## config.mk

```make
export PLATFORM = sky130hd
export DESIGN_NAME = instr_fetch_unit
export DESIGN_NICKNAME = d
export VERILOG_FILES = /design/src/rtl/instr_fetch_unit.sv
export SDC_FILE = /design/constraint.sdc
export NUM_CORES = 1
export LEC_CHECK = 0
export BUFFER_PORTS_ARGS = -buffer_cell sky130_fd_sc_hd__buf_2
export CELL_PAD_IN_SITES_DETAIL_PLACEMENT = 1
export CELL_PAD_IN_SITES_GLOBAL_PLACEMENT = 2
export CORE_ASPECT_RATIO = 0.6
export CORE_MARGIN = 2
export CORE_UTILIZATION = 32
export DETAILED_ROUTE_END_ITERATION = 16
export PLACE_DENSITY_LB_ADDON = 0.1
export SLEW_MARGIN = 40
export SYNTH_ARGS = -nofsm -noshare
export SYNTH_HDL_FRONTEND = slang
export SYNTH_SLANG_ARGS = --single-unit
```

## constraint.sdc

```tcl
create_clock -name clk -period 7.8 [get_ports clk]
set_clock_uncertainty 0.05 [all_clocks]
set_input_delay 0.39 -clock clk [delete_from_list [all_inputs] [get_ports clk]]
set_output_delay 0.39 -clock clk [all_outputs]
set_load 0.01 [all_outputs]
```

## src/rtl/instr_fetch_unit.sv

```systemverilog
// Instruction fetch unit: single-outstanding memory fetch with a one-entry skid buffer,
// redirect handling and ECALL halt, presenting a registered instruction/PC to decode.
module instr_fetch_unit #(
    parameter int              N        = 32,
    parameter logic [N-1:0]    RESET_PC = 32'h00000000
) (
    input  logic         clk,
    input  logic         rst,
    output logic         imem_req,
    output logic [N-1:0] imem_addr,
    input  logic         imem_ready,
    input  logic [N-1:0] imem_rdata,
    input  logic         stall,
    input  logic         redirect,
    input  logic [N-1:0] redirect_pc,
    output logic [N-1:0] Instruction,
    output logic [N-1:0] PC_out,
    output logic         inst_valid,
    output logic         halted
);

    typedef enum logic [1:0] {
        FETCH = 2'd0,
        SKID  = 2'd1,
        HALT  = 2'd2
    } state_t;

    localparam logic [N-1:0] NOP        = N'(32'h00000013);
    localparam logic [N-1:0] ALIGN_MASK = ~N'(3);
    localparam logic [N-1:0] PC_STEP    = N'(4);

    state_t       state, state_next;
    logic [N-1:0] pc;
    logic [N-1:0] skid_instr;
    logic [N-1:0] skid_pc;

    logic slot_free;
    logic xfer;
    logic load_mem;
    logic load_skid;
    logic drain_skid;

    function automatic logic is_ecall(input logic [6:0] opcode);
        return opcode == 7'b1110011;
    endfunction

    // Request / handshake decode
    always_comb begin
        imem_req   = (state == FETCH);
        imem_addr  = pc & ALIGN_MASK;
        halted     = (state == HALT);
        slot_free  = !inst_valid || !stall;
        xfer       = imem_req && imem_ready;
        load_mem   = !redirect && xfer && slot_free;
        load_skid  = !redirect && xfer && !slot_free;
        drain_skid = !redirect && (state == SKID) && slot_free;
    end

    // Next-state logic; redirect wins over every other event
    always_comb begin
        state_next = state;
        if (redirect) begin
            state_next = FETCH;
        end else begin
            case (state)
                FETCH: begin
                    if (load_mem)
                        state_next = is_ecall(imem_rdata[6:0]) ? HALT : FETCH;
                    else if (load_skid)
                        state_next = SKID;
                end
                SKID: begin
                    if (drain_skid)
                        state_next = is_ecall(skid_instr[6:0]) ? HALT : FETCH;
                end
                HALT:    state_next = HALT;
                default: state_next = FETCH;
            endcase
        end
    end

    always_ff @(posedge clk) begin
        if (!rst)
            state <= FETCH;
        else
            state <= state_next;
    end

    // Fetch PC and output slot; the skid is "full" exactly while in SKID
    always_ff @(posedge clk) begin
        if (!rst) begin
            pc          <= RESET_PC;
            Instruction <= NOP;
            PC_out      <= '0;
            inst_valid  <= 1'b0;
        end else begin
            if (redirect)
                pc <= redirect_pc & ALIGN_MASK;
            else if (load_mem || load_skid)
                pc <= pc + PC_STEP;

            if (load_mem) begin
                Instruction <= imem_rdata;
                PC_out      <= pc;
            end else if (drain_skid) begin
                Instruction <= skid_instr;
                PC_out      <= skid_pc;
            end

            if (redirect)
                inst_valid <= 1'b0;
            else if (load_mem || drain_skid)
                inst_valid <= 1'b1;
            else if (slot_free)
                inst_valid <= 1'b0;
        end
    end

    // Skid payload carries no reset; its occupancy is tracked by the state register
    always_ff @(posedge clk) begin
        if (load_skid) begin
            skid_instr <= imem_rdata;
            skid_pc    <= pc;
        end
    end

endmodule
```

==> qor.txt <==
EDFF count, synth -> 62
final setup vio count -> 0
setup slack, reg-to-reg -> 4940 ps
via count -> 5601
number of global-route vias before repair -> 5831
CTS root buffer -> clkbuf_16
internal power -> 1.448 mW
share of cells above drive strength 1 -> 26.07%
critical path required time -> 8110 ps
CTS clock-pin slew for the worst setup and hold paths -> 70 ps
row cnt -> 40
worst setup path category -> reg2reg
drt pass-1 iters -> 5
Port Buffers -> 161
full die area -> 21380 µm²
Comb pwr share -> 8.4%
initial antenna violation count -> 0
Pleak -> 3.025 nW
Setup TNS -> 0 ps
Post-synth top flop -> dfxtp_1
first-pass GRT wire length -> 33140 µm
FF+latch count, synth -> 157
hold crit path type -> in2reg
number of DRC markers in iteration 0 -> 267
crit path capture type -> flop
Distinct cells, synth -> 51
worst skew pair latency -> 430 ps
sequential power share -> 47.9%
switching portion of total power -> 24.84%
clk sinks -> 157
CTS H-tree lvls -> 4
io pins -> 168
ys async rst share -> 0%
ANT nets after route -> 0
syn_area_per_cell -> 9.925 µm²
# Post-CTS Setup Buffers -> 0
Die Y -> 114.1 µm
final wirelength -> 20860 µm
Post-CTS Hold Buffers -> 0
launch point of the worst hold path -> imem_rdata[22]
RR Startpoint -> pc[2]$_SDFFE_PN0P_
crit path launch type -> flop
DR WL/cell -> 19.47 µm
R2R depth -> 5
Yosys top cell area share -> 29.43%
Final Hold Fails -> 0
Sw Pwr -> 478.8 µW
Die X -> 187.4 µm
area leader, netlist -> dfxtp_1
HPWL Detailed -> 13530 µm
worst IR drop on VDD -> 149.9 µV
total gr overflow -> 0
CP startpoint -> pc[2]$_SDFFE_PN0P_
Slew HR -> 46.77%
DR vias/cell -> 5.230
Total GRT Usage -> 20.19%
Synthesis Warnings -> 0
Max Cap Violations -> 0
Critical Path Fanout Max -> 14
area growth from synthesis to layout -> 24.48%
Fillers -> 2315
maximum operating frequency -> 0.3493 GHz
post-synthesis cell count -> 651
outcome -> finished clean
routability cong. -> 0.7328
# DRC -> 0
CTS tree -> done
Final Slew Violations -> 0
worst setup slack after layout -> 4938 ps
Critical Path AT -> 3170 ps
Pwr Total -> 1.927 mW
cell area after synthesis -> 6461 µm²
# diodes -> 0
cts bufs inserted -> 17
RSZ-0062 raised after global routing -> no
Final period util -> 36.70%
largest net degree at the start of global routing -> 115
post-CTS sizing -> 0
CORE AREA -> 19920 µm²
Crit Reg-Reg Endpoint -> pc[26]$_SDFFE_PN0P_
Initial Util -> 32.44%
Pwr per Cell Area -> 239.6 nW/µm²
register area share after synthesis -> 58.25%
Tmin final -> 2862 ps
end of the critical path -> pc[26]$_SDFFE_PN0P_
Slew @ Worst Pin -> 798.5 ps
pre-CTS setup slack -> 4932 ps
CTS max path bufs -> 2
WHS -> 94.96 ps
top post-synthesis cells by area -> dfxtp_1 (29%), edfxtp_1 (29%), a311oi_1 (7.5%)
Clock power frac -> 43.7%
# nets final -> 855
-- how the worst min path moves through the flow --
stage,slack [ps],cells past startpoint,end
final,90,1,skid_instr[22]$_DFFE_PP_
after global routing,80,1,skid_instr[25]$_DFFE_PP_
after CTS,70,1,skid_instr[25]$_DFFE_PP_
after detailed placement,400,2,Instruction[4]$_SDFFE_PN1P_
after global placement,390,2,Instruction[0]$_SDFFE_PN1P_
after floorplan,410,2,Instruction[1]$_SDFFE_PN1P_
-- cells in the final DEF (no fill, tap or decap), drive strengths merged, types with 9 or more instances in the layout --
master / n
a311oi: 55
nor2: 67
or3: 13
clkbuf: 22
buf: 167
nand2: 122
a31oi: 11
nor3: 9
dfxtp: 95
a21oi: 14
nand3: 20
nand4: 12
edfxtp: 62
o21ai: 30
-- state kept, by name (all words and copies together) (netlist names) --
register	count
skid_pc	30
PC_out	30
pc	30
skid_instr	32
Instruction	32
state	2
inst_valid	1
-- stage by stage --
step           util [%]  cells  instance area [µm²]
4_1_cts           40.38   1071                 8043
3_5_place_dp      37.42   1039                 7453
5_1_grt           40.38   1071                 8043
2_1_floorplan         -    654                 6472
6_report          40.38   1071                 8043
3_3_place_gp      37.34   1039                 7438
-- cell type report --
cell class                      instances  area (µm²)  share of cell area (%)
Sequential cell                       157        3764                   46.80
Multi-Input combinational cell        436        2475                   30.77
Timing Repair Buffer                  167       850.8                   10.58
Clock buffer                           22       474.2                   5.896
Tap cell                              273       341.6                   4.247
Clock inverter                         10       115.1                   1.431
Inverter                                6       22.52                  0.2800
-- power groups by stage --
stage               logic (mW)  registers (mW)  clock network (mW)
global route             0.181           0.929               0.899
floorplan               0.0749           0.946                   0
detailed placement       0.164           0.941                   0
CTS                      0.165           0.924               0.861
global placement         0.159           0.939                   0
finish                   0.162           0.923               0.841
-- critical path: stages, from the launching register on --
cell and delay (ps):
dfxtp_1 500, ha_1 240, nand4bb_1 370, or4_1 860, or4_1 590, a31oi_1 180
-- layer usage --
layer,GRT usage [%],part of all wire (%),wire length (µm),vias to the layer above
li1,-,-,-,2665
met1,28.52,51,10620,2801
met2,30.63,44,9201,124
met3,4.934,4.1,860,11
met4,6.299,0.84,175,0
met5,0,0,0,-
-- cells by family (layout without fill, tap and decap cells) --
family,count (synthesis),count (layout),share of synthesized area (%)
and+or+nand+nor,280,280,20.18
adders and majority gates,1,1,0.1936
DFF,157,157,58.25
xor gates and xnor gates,10,10,1.356
buffers and inverters,61,205,4.144
muxes,2,2,0.3098
AOI/OAI and AO/OA,139,139,15.51
other,1,4,0.05804
-- synth_stat cells (2+ instances only) --
cell,n
nor3b_1,2
edfxtp_1,62
or4_1,4
nand2_1,122
a311oi_1,55
buf_6,3
a22oi_1,7
inv_1,5
a221oi_1,4
buf_4,4
or3_1,13
nor2_1,67
o211ai_1,2
mux2i_1,2
a31oi_1,11
and4_1,4
nor4_1,7
nand3_1,20
o31ai_1,2
nor3_1,9
xnor2_1,8
dfxtp_1,95
xor2_1,2
o21ai_0,30
nand4_1,12
a21oi_1,14
and2_1,2
buf_1,4
a21o_1,2
nor4b_1,2
and3_1,4
nor2b_1,3
a211oi_1,6
o311ai_0,2
clkbuf_1,43
nand2b_1,2
(Power assumes the default switching activity.)
